File: src/rtl/pipe_regs_pkg.sv
// Shared defaults and helpers for the elastic pipeline register chain.
package pipe_regs_pkg;

  localparam int unsigned DW_DEFAULT    = 32;
  localparam int unsigned DEPTH_DEFAULT = 2;

  // Bits needed to hold an occupancy value in 0..depth.
  function automatic int unsigned cnt_width(input int unsigned depth);
    return $clog2(depth + 1);
  endfunction

endpackage

File: src/rtl/pipe_stage.sv
// One elastic stage: valid bit, gated payload register and readiness term.
module pipe_stage
  import pipe_regs_pkg::*;
#(
  parameter int unsigned DW = DW_DEFAULT
) (
  input  logic          clk,
  input  logic          rstn,
  input  logic          flush,
  input  logic          src_valid,
  input  logic [DW-1:0] src_data,
  input  logic          next_ready,
  output logic          valid,
  output logic [DW-1:0] data,
  output logic          ready_c
);

  // An empty stage always accepts; a full one accepts only if its item moves on.
  assign ready_c = !valid | next_ready;

  // Valid bit: cleared by flush, otherwise follows the upstream source when ready.
  always_ff @(posedge clk or negedge rstn) begin
    if (!rstn) begin
      valid <= 1'b0;
    end else if (flush) begin
      valid <= 1'b0;
    end else if (ready_c) begin
      valid <= src_valid;
    end
  end

  // Payload: only written by a real item, so bubbles leave the register quiet.
  always_ff @(posedge clk or negedge rstn) begin
    if (!rstn) begin
      data <= '0;
    end else if (!flush && ready_c && src_valid) begin
      data <= src_data;
    end
  end

endmodule

File: src/rtl/pipe_regs.sv
// DEPTH-stage elastic register chain with bubble collapsing, flush and occupancy count.
module pipe_regs
  import pipe_regs_pkg::*;
#(
  parameter  int unsigned DW    = DW_DEFAULT,
  parameter  int unsigned DEPTH = DEPTH_DEFAULT,
  localparam int unsigned CNT_W = cnt_width(DEPTH)
) (
  input  logic             clk,
  input  logic             rstn,
  input  logic             flush,
  input  logic             in_valid,
  output logic             in_ready,
  input  logic [DW-1:0]    in_data,
  output logic             out_valid,
  input  logic             out_ready,
  output logic [DW-1:0]    out_data,
  output logic [CNT_W-1:0] count
);

  logic          stage_valid [DEPTH];
  logic [DW-1:0] stage_data  [DEPTH];
  logic          stage_ready [DEPTH+1];
  logic          in_xfer;
  logic          out_xfer;

  assign stage_ready[DEPTH] = out_ready;

  // Stage chain; stage 0 is fed from the input port, each later stage from its predecessor.
  for (genvar k = 0; k < int'(DEPTH); k++) begin : g_stage
    logic          src_valid;
    logic [DW-1:0] src_data;

    if (k == 0) begin : g_head
      assign src_valid = in_valid;
      assign src_data  = in_data;
    end else begin : g_body
      assign src_valid = stage_valid[k-1];
      assign src_data  = stage_data[k-1];
    end

    pipe_stage #(
      .DW(DW)
    ) u_stage (
      .clk       (clk),
      .rstn      (rstn),
      .flush     (flush),
      .src_valid (src_valid),
      .src_data  (src_data),
      .next_ready(stage_ready[k+1]),
      .valid     (stage_valid[k]),
      .data      (stage_data[k]),
      .ready_c   (stage_ready[k])
    );
  end

  // Handshake terms; flush blocks both ends in the cycle it is asserted.
  assign in_ready  = stage_ready[0] & !flush;
  assign out_valid = stage_valid[DEPTH-1] & !flush;
  assign out_data  = stage_data[DEPTH-1];
  assign in_xfer   = in_valid & in_ready;
  assign out_xfer  = out_valid & out_ready;

  // Occupancy tracks accepted minus delivered items; flush empties the chain.
  always_ff @(posedge clk or negedge rstn) begin
    if (!rstn) begin
      count <= '0;
    end else if (flush) begin
      count <= '0;
    end else if (in_xfer && !out_xfer) begin
      count <= count + CNT_W'(1);
    end else if (out_xfer && !in_xfer) begin
      count <= count - CNT_W'(1);
    end
  end

endmodule

File: config.mk
export PLATFORM = sky130hd
export DESIGN_NAME = pipe_regs
export DESIGN_NICKNAME = d
export VERILOG_FILES = /design/src/rtl/pipe_regs_pkg.sv /design/src/rtl/pipe_stage.sv /design/src/rtl/pipe_regs.sv
export SDC_FILE = /design/constraint.sdc
export NUM_CORES = 1
export LEC_CHECK = 0
export BUFFER_PORTS_ARGS = -buffer_cell sky130_fd_sc_hd__buf_4
export CORE_ASPECT_RATIO = 0.6
export CORE_MARGIN = 1
export CORE_UTILIZATION = 46
export DETAILED_ROUTE_END_ITERATION = 12
export PLACE_DENSITY = 0.86
export SYNTH_ARGS = -nofsm -noshare
export SYNTH_HDL_FRONTEND = slang
export SYNTH_HIERARCHICAL = 1
export SYNTH_SLANG_ARGS = --single-unit
File: constraint.sdc
create_clock -name clk -period 1.9 [get_ports clk]
set_clock_uncertainty 0.2 [all_clocks]
set_input_delay 0.285 -clock clk [delete_from_list [all_inputs] [get_ports clk]]
set_output_delay 0.285 -clock clk [all_outputs]
set_load 0.02 [all_outputs]
==> results of run 1 <==
Yosys cell counts:
library cell,count
xor2_1,1
nand3_1,1
inv_1,2
o211ai_1,1
nor3b_4,2
nor2b_4,2
mux2_1,1
nand3b_1,1
a21o_1,1
dfrtp_1,68
buf_6,6
nor2_1,6
mux2_2,64
nand2_2,1
nand4_1,1
and2_4,1
nor2b_1,3
or4b_1,1
nor3b_1,1
layout make-up:
type | count | area [um^2]
Fill cell | 400 | 1680
Tap cell | 80 | 100
Multi-Input combinational cell | 88 | 913
Timing Repair Buffer | 111 | 956
Sequential cell | 68 | 1700
Inverter | 2 | 7.51
Clock inverter | 5 | 83.8
Clock buffer | 11 | 151
what timing repair did:
| action | CTS | global route |
|---|---|---|
| setup buffers | 2 | 0 |
| hold buffers | 34 | 0 |
| endpoints found under the setup margin | 1 | 1 |
| hold endpoints to repair | 69 | 0 |
| gates resized for setup | 1 | 1 |
per-layer routing:
metal / vias up / routed length, um
li1: 812 / -
met1: 838 / 2390
met2: 66 / 2480
met3: 4 / 434
met4: 0 / 29
met5: - / 0
sequential cells by signal (all words and copies together), names as in the netlist:
name,count
g_stage.u_stage/data,64
count,2
g_stage.u_stage/valid,2
worst max path at each step:
stage	end	depth (start not counted)
global placement	count[1]$_DFFE_PN0P_	8
floorplan	g_stage[0].u_stage/data[0]$_DFFE_PN0P_	6
finish	in_ready	6
global route	in_ready	6
CTS	in_ready	6
detailed placement	count[1]$_DFFE_PN0P_	8
cell families (layout without fill, tap and decap cells):
logic type,after synthesis,in the layout,share of synthesized area
buffers and inverters,8,129,0.0279
AOI/OAI and AO/OA,2,2,0.00558
muxes,65,65,0.272
xor gates and xnor gates,1,1,0.00326
and+or+nand+nor,20,20,0.0586
DFF,68,68,0.633
report_power, final:
part           total [mW]  internal, mW  switching [mW]  leakage [nW]
registers            1.93          1.76           0.170         0.810
logic                1.16         0.626           0.533         0.835
clock network        1.35         0.813           0.537         0.112
stage by stage:
stage	area [um^2]	TNS (ns)	setup WS, ns
finish	3910	0	0.0458
global route	3910	-0.0446	-0.0446
CTS	3910	0	0.0151
detailed placement	3320	0	0.0525
global placement	3320	0	0.0871
floorplan	2690	0	0.141
==> impl_metrics.tcl, run 1 <==
set metrics [dict create \
    drc 0 \
    track_usage 0.191 \
    mostFrequentLayoutCell "buf_4" \
    antenna_found_initial 0 \
    rsz0062_at_grt "true" \
    die_w_um 101 \
    avgSynthCellArea_um2 16.4 \
    fmax_mhz 539 \
    grt_first_pass_wirelength_mm 8.56 \
    dieArea_mm2 0.00617 \
    grt.busiest_layer "met2" \
    clkLatencyLatePin_ns 0.33 \
    viasPerCell 4.71 \
    end_kind "output pin" \
    grt_use_met2 0.313 \
    synth_cell_types 19 \
    synthesis.nets 201 \
    regToRegStartpoint "g_stage[1].u_stage/valid$_DFFE_PN0P_" \
    fin_crit_sh 0.976 \
    syn_inst 164 \
    hp-class "in -> reg" \
    htreeDepth 3 \
    numCtsBuffers 9 \
    vias 1720 \
    port_buffers 72 \
    dr.pass1.iters 4 \
    tritoncts "built" \
    path_class "reg -> out" \
    hold_viol 0 \
    synthToLayoutAreaGrowth_pct 45.5 \
    ff2ff_path_depth 5 \
    fp.dieH_um 61.2 \
    crit_path_start "g_stage[1].u_stage/valid$_DFFE_PN0P_" \
    grt_max_degree 38 \
    yosys.area.top_type "dfrtp_1" \
    final_cell_mix "buf_4, dfrtp_1, mux2_2" \
    diodes 0 \
    ys_seq_area_frac 0.633 \
    power.density_mw_per_mm2 1140 \
    overflow 0 \
    worstHoldStart "flush" \
    hold_end "g_stage[1].u_stage/valid$_DFFE_PN0P_" \
    routed_wl_mm 5.34 \
    fin_util 0.699 \
    yosysWarnings 6 \
    start_kind "flip-flop" \
    wl_per_cell_um 14.6 \
    vdd_drop_max_v 0.000762 \
    r2r_end "g_stage[1].u_stage/data[0]$_DFFE_PN0P_" \
    cp_top_family "simple AND/OR/NAND/NOR gates" \
    synth_area_mm2 0.00269 \
    worst_pin_slew_ns 0.490 \
    cp_max_fo 3 \
    period_needed_ns 1.85 \
    drive_gt1_frac 0.579 \
    clockBufferDepth 2 \
    io_pins 73 \
    final_antenna_net_count 0 \
    critPathArrivalTime_ns 1.37 \
    power_mw 4.44 \
    ys_top_cells_by_area "dfrtp_1, mux2_2, buf_6" \
    status "finished clean" \
    gp_congestion 0.706 \
    layout.nets 317 \
    min_path_cells 2 \
    synth_top_area_frac 0.633 \
    setup_viol 0 \
    core_mm2 0.00560 \
    crit_slowest_cell "dfrtp_1" \
    max-cap-violations 0 \
    cts.sinks 68 \
    dp.cells 313 \
    crit_chain "nor2b_4 > inv_2 > nor2b_4 > inv_2 > nor2b_1 > buf_4" \
    cts.root.buffer_cell "clkbuf_8" \
    grt_pass1_vias 1769 \
    r2r_setup_slack_ns 0.09 \
    slew_violations 0 \
    crit_required_ns 1.41 \
    fin_cells 365 \
    critPathBufInv 3 \
    initial_core_util 0.481 \
    ys_ff_latch 68 \
    std_cell_rows 21 \
    clk_pin_slew_ns 0.07 \
    crit_path_max_incr_delay_ns 0.35 \
    drt-initial-drc-count 45 \
    grtUsageMet1 0.229 \
    slew_headroom 0.674 \
    hold_slack_ns 0.0233 \
    leakage_nw 1.76 \
    use_met3 0.0908 \
    dp_hpwl_mm 3.31 \
]
No activity file was read; power rests on OpenSTA's default activity.
==> inputs of run 2 (changes only) <==
--- a/config.mk
+++ b/config.mk
@@ -6,11 +6,10 @@
 export NUM_CORES = 1
 export LEC_CHECK = 0
 export BUFFER_PORTS_ARGS = -buffer_cell sky130_fd_sc_hd__buf_4
-export CORE_ASPECT_RATIO = 0.6
 export CORE_MARGIN = 1
-export CORE_UTILIZATION = 46
+export CORE_UTILIZATION = 51
 export DETAILED_ROUTE_END_ITERATION = 12
-export PLACE_DENSITY = 0.86
+export PLACE_DENSITY = 0.9
 export SYNTH_ARGS = -nofsm -noshare
 export SYNTH_HDL_FRONTEND = slang
 export SYNTH_HIERARCHICAL = 1
==> constraint.sdc (replaced) <==
create_clock -name clk -period 1.95 [get_ports clk]
set_clock_uncertainty 0.2 [all_clocks]
set_input_delay 0.2925 -clock clk [delete_from_list [all_inputs] [get_ports clk]]
set_output_delay 0.2925 -clock clk [all_outputs]
set_load 0.02 [all_outputs]
==> run 2 against run 1 <==
Critical path depth stayed put. Combinational power about the same. Largest cell class unchanged. Critical path type unchanged. Count of clock-buffer cells in the layout down 1. Critical endpoint unchanged. Largest power group unchanged. Flip-flop and latch count unchanged. First-iteration DRC count up 27%. Wire length rose by 1.1%.
==> impl_metrics.tcl, run 2 (synthesized netlist as in run 1, its figures left out) <==
set metrics [dict create \
    path_class "reg -> out" \
    drt-initial-drc-count 57 \
    power.density_mw_per_mm2 1100 \
    numCtsBuffers 9 \
    fp.dieH_um 74.6 \
    regMostFlops "g_stage.u_stage/data" \
    layout.nets 317 \
    gp_congestion 0.766 \
    antenna_found_initial 0 \
    htreeDepth 3 \
    io_pins 73 \
    worst_pin_slew_ns 0.323 \
    die_w_um 74.6 \
    routed_wl_mm 5.40 \
    grt_max_degree 45 \
    status "finished clean" \
    fin_crit_sh 0.939 \
    clockBufferDepth 2 \
    crit_required_ns 1.46 \
    wl_met3_um 215 \
    vdd_drop_max_v 0.000728 \
    largest_reg_flops 64 \
    fin_setup_tns_ns 0 \
    setup_viol 0 \
    viasPerCell 4.93 \
    max-cap-violations 0 \
    hold_viol 0 \
    slew_violations 0 \
    critPathArrivalTime_ns 1.34 \
    grt_first_pass_wirelength_mm 8.55 \
    end_kind "output pin" \
    std_cell_rows 26 \
    slew_headroom 0.784 \
    reg_top3 "g_stage.u_stage/data: 64 flops, count: 2 flops, g_stage.u_stage/valid: 2 flops" \
    dieArea_mm2 0.00557 \
    core_mm2 0.00511 \
    drive_gt1_frac 0.589 \
    tritoncts "built" \
    hp-class "in -> reg" \
    vias 1749 \
    mostFrequentLayoutCell "buf_4" \
    top_layer_used "met4" \
    dr.pass1.iters 4 \
    final_cell_mix "buf_4, dfrtp_1, mux2_2" \
    track_usage 0.213 \
    fmax_mhz 546 \
    initial_core_util 0.527 \
    clkLatencyLatePin_ns 0.32 \
    final_antenna_net_count 0 \
    clk_pin_slew_ns 0.07 \
    hold_slack_ns 0.0250 \
    overflow 0 \
    cts.root.buffer_cell "clkbuf_8" \
    rsz0062_at_grt "false" \
    diodes 0 \
    cts.sinks 68 \
    wl_per_cell_um 15.2 \
    drc 0 \
    wl_met2_mm 2.92 \
    period_needed_ns 1.83 \
    port_buffers 72 \
    synthToLayoutAreaGrowth_pct 44.9 \
    start_kind "flip-flop" \
    grt_pass1_vias 1836 \
    wl_met1_mm 2.17 \
    dp_hpwl_mm 3.40 \
    leakage_nw 1.76 \
    cp_max_fo 3 \
]
-- run 2: cell types whose count changed in the layout (fill, tap and decap cells not counted), sizes merged --
cell	change
dlygate4sd3	-2
clkbuf	-1
buf	+2
clkinvlp	+1
-- run 2: final timing paths --
path                                                               from                                      end  slack, ns  cells after the start
min in group asynchronous                                          rstn   g_stage[1].u_stage/data[7]$_DFFE_PN0P_       0.23                      2
worst min-delay path                                           in_valid     g_stage[0].u_stage/valid$_DFFE_PN0P_       0.02                      3
max in group asynchronous                                          rstn  g_stage[1].u_stage/data[15]$_DFFE_PN0P_       0.79                      3
worst min register to register  g_stage[0].u_stage/data[18]$_DFFE_PN0P_  g_stage[1].u_stage/data[18]$_DFFE_PN0P_       0.30                      1
worst max register to register     g_stage[1].u_stage/valid$_DFFE_PN0P_  g_stage[1].u_stage/data[13]$_DFFE_PN0P_       0.12                      5
worst max-delay path               g_stage[1].u_stage/valid$_DFFE_PN0P_                                 in_ready       0.12                      6
-- run 2: cell type report --
class / count / area [um^2]
well taps: 70 / 87.6
clock inverters: 6 / 87.6
repair buffers: 111 / 955
clock buffers: 10 / 138
fillers: 326 / 1210
inverters: 2 / 7.51
flip-flops and latches: 68 / 1700
multi-input cells: 88 / 921
-- run 2: metrics by stage --
| step | instances | utilization | setup WS (ns) | total power [mW] | instance area (um^2) |
|---|---|---|---|---|---|
| 4_1_cts | 355 | 0.761 | 0.0344 | 4.31 | 3890 |
| 3_3_place_gp | 305 | 0.651 | 0.128 | 2.94 | 3330 |
| 6_report | 355 | 0.763 | 0.119 | 4.28 | 3900 |
| 2_1_floorplan | 164 | - | 0.191 | 2.47 | 2690 |
| 5_1_grt | 355 | 0.763 | 0.0274 | 4.49 | 3900 |
| 3_5_place_dp | 305 | 0.651 | 0.0828 | 2.99 | 3330 |
-- run 2: timing repair --
action / in CTS / in global routing
hold buffers: 32 / 0
gates resized for setup: 0 / 5
buffers inserted: 2 / 0
setup endpoints to repair: 1 / 1
hold endpoints to repair: 84 / 0
-- run 2: report_power, final --
| group | total [mW] | switching (mW) | internal [mW] |
|---|---|---|---|
| registers | 1.89 | 0.174 | 1.72 |
| clock network | 1.26 | 0.505 | 0.752 |
| logic | 1.13 | 0.521 | 0.611 |
-- run 2: per-layer routing --
| layer | vias to the layer above | GRT usage |
|---|---|---|
| met5 | - | 0 |
| met4 | 0 | 0.122 |
| met3 | 8 | 0.0469 |
| met2 | 55 | 0.387 |
| met1 | 876 | 0.229 |
| li1 | 810 | - |
-- run 2: worst max-delay path, stage by stage (launching register included) --
cell and delay (ns):
dfrtp_1 0.35, nor2b_4 0.16, inv_2 0.05, nor2b_4 0.16, inv_2 0.06, nor2b_4 0.12, buf_6 0.13
==> inputs of run 3 (changes only) <==
--- a/config.mk
+++ b/config.mk
@@ -7,9 +7,9 @@
 export LEC_CHECK = 0
 export BUFFER_PORTS_ARGS = -buffer_cell sky130_fd_sc_hd__buf_4
 export CORE_MARGIN = 1
-export CORE_UTILIZATION = 51
+export CORE_UTILIZATION = 55
 export DETAILED_ROUTE_END_ITERATION = 12
-export PLACE_DENSITY = 0.9
+export PLACE_DENSITY = 0.95
 export SYNTH_ARGS = -nofsm -noshare
 export SYNTH_HDL_FRONTEND = slang
 export SYNTH_HIERARCHICAL = 1
==> constraint.sdc (replaced) <==
create_clock -name clk -period 2.3 [get_ports clk]
set_clock_uncertainty 0.2 [all_clocks]
set_input_delay 0.345 -clock clk [delete_from_list [all_inputs] [get_ports clk]]
set_output_delay 0.345 -clock clk [all_outputs]
set_load 0.02 [all_outputs]
==> run 3 against run 2 <==
Count of clock-buffer cells in the layout grew 6. Die area down 7.1%. Final cell count fell by 10%. Sequential power fell by 15%. Power is 20% lower. Global-route usage shrank 0.61 points. Critical path depth stayed put. Wire length is 10% lower.
==> impl_metrics.tcl, run 3 (synthesized netlist as in run 1, its figures left out) <==
set metrics [dict create \
    drive_gt1_frac 0.637 \
    status "finished clean" \
    power.density_mw_per_mm2 984 \
    hold_viol 0 \
    cts.root.buffer_cell "clkbuf_8" \
    crit_chain "nor2b_4 > inv_1 > nor2b_4 > inv_1 > nor2b_1 > buf_4" \
    min_path_cells 2 \
    cp_top_family "simple AND/OR/NAND/NOR gates" \
    numCtsBuffers 9 \
    rsz0062_at_grt "false" \
    vias 1618 \
    worst_pin_slew_ns 0.818 \
    grt_use_met2 0.369 \
    track_usage 0.207 \
    tritoncts "built" \
    vdd_drop_max_v 0.000575 \
    crit_path_max_incr_delay_ns 0.38 \
    dieArea_mm2 0.00517 \
    regMostFlops "g_stage.u_stage/data" \
    antenna_found_initial 0 \
    cts_setup_buffers 0 \
    grt_pass1_vias 1735 \
    clkLatencyLatePin_ns 0.32 \
    cts.sinks 68 \
    use_met3 0.0653 \
    crit_slowest_cell "dfrtp_1" \
    largest_reg_flops 64 \
    grtUsageMet1 0.226 \
    fmax_mhz 490 \
    dr.pass1.iters 4 \
    initial_core_util 0.570 \
    fin_setup_tns_ns 0 \
    layout.nets 283 \
    setup_viol 0 \
    r2r_setup_slack_ns 0.44 \
    io_pins 73 \
    regToRegStartpoint "g_stage[1].u_stage/valid$_DFFE_PN0P_" \
    std_cell_rows 25 \
    reg_top3 "g_stage.u_stage/data: 64 flops, count: 2 flops, g_stage.u_stage/valid: 2 flops" \
    clockBufferDepth 2 \
    clk_pin_slew_ns 0.07 \
    dpl_worst_slack_ns 0.389 \
    hold_end "g_stage[0].u_stage/data[3]$_DFFE_PN0P_" \
    ff2ff_path_depth 7 \
    routed_wl_mm 4.85 \
    drt-initial-drc-count 86 \
    final_antenna_net_count 0 \
    viasPerCell 5.09 \
    r2r_end "count[1]$_DFFE_PN0P_" \
    drc 0 \
    diodes 0 \
    final_cell_mix "buf_4, dfrtp_1, mux2_2" \
    die_w_um 71.9 \
    core_mm2 0.00472 \
    gp_congestion 0.776 \
    slew_headroom 0.455 \
    period_needed_ns 2.04 \
    overflow 0 \
    grt.busiest_layer "met2" \
    path_class "reg -> out" \
    worstHoldStart "in_data[3]" \
    fp.dieH_um 71.9 \
    grt_first_pass_wirelength_mm 7.94 \
    worst_slack_ns 0.258 \
    hp-class "in -> reg" \
    critPathArrivalTime_ns 1.50 \
    htreeDepth 3 \
    crit_required_ns 1.75 \
    start_kind "flip-flop" \
    port_buffers 72 \
    max-cap-violations 0 \
    end_kind "output pin" \
    critPathBufInv 3 \
    mostFrequentLayoutCell "buf_4" \
    fin_crit_sh 0.888 \
    postCtsHoldBufs 1 \
    cts_resized 0 \
    wl_per_cell_um 15.3 \
    cp_max_fo 3 \
    leakage_nw 1.59 \
    synthToLayoutAreaGrowth_pct 29.6 \
    grt_max_degree 69 \
    slew_violations 0 \
    dp_hpwl_mm 3.46 \
]
[run 3: routing by layer]
| metal | up-vias | routed length [um] |
|---|---|---|
| met3 | 9 | 237 |
| met1 | 817 | 1920 |
| met4 | 0 | 78 |
| met2 | 53 | 2610 |
| met5 | - | 0 |
| li1 | 739 | - |
[run 3: cell type report]
type,count,area (um^2)
sequential,68,1700
fill,315,1240
multi-input combinational,88,913
timing repair buffer,77,581
clock buffer,16,200
tap,67,83.8
inverter,2,7.51
[run 3: worst max path at each step]
| stage | cells after the start | to | slack (ns) | startpoint |
|---|---|---|---|---|
| 6_report | 6 | in_ready | 0.26 | g_stage[1].u_stage/valid$_DFFE_PN0P_ |
| 5_1_grt | 6 | in_ready | 0.15 | g_stage[1].u_stage/valid$_DFFE_PN0P_ |
| 4_1_cts | 6 | in_ready | 0.24 | g_stage[1].u_stage/valid$_DFFE_PN0P_ |
| 3_5_place_dp | 8 | count[1]$_DFFE_PN0P_ | 0.39 | out_ready |
| 2_1_floorplan | 6 | g_stage[0].u_stage/data[0]$_DFFE_PN0P_ | 0.54 | g_stage[1].u_stage/valid$_DFFE_PN0P_ |
| 3_3_place_gp | 8 | count[1]$_DFFE_PN0P_ | 0.44 | out_ready |
[run 3: where the power goes]
part,internal (mW),switching [mW],total (mW)
registers,1.46,0.144,1.60
clock network,0.541,0.386,0.927
logic,0.473,0.427,0.900
total,2.47,0.957,3.43
[run 3: metrics by stage]
| step | total power, mW | cell area (um^2) | cells | hold WS (ns) | utilization |
|---|---|---|---|---|---|
| after floorplan | 2.10 | 2690 | 164 | -0.151 | - |
| final | 3.43 | 3490 | 318 | 0.0536 | 0.738 |
| after global placement | 2.48 | 3280 | 301 | 0.281 | 0.694 |
| after detailed placement | 2.53 | 3280 | 301 | 0.291 | 0.694 |
| after CTS | 3.47 | 3490 | 318 | 0.0388 | 0.738 |
| after global routing | 3.60 | 3490 | 318 | 0.0296 | 0.738 |
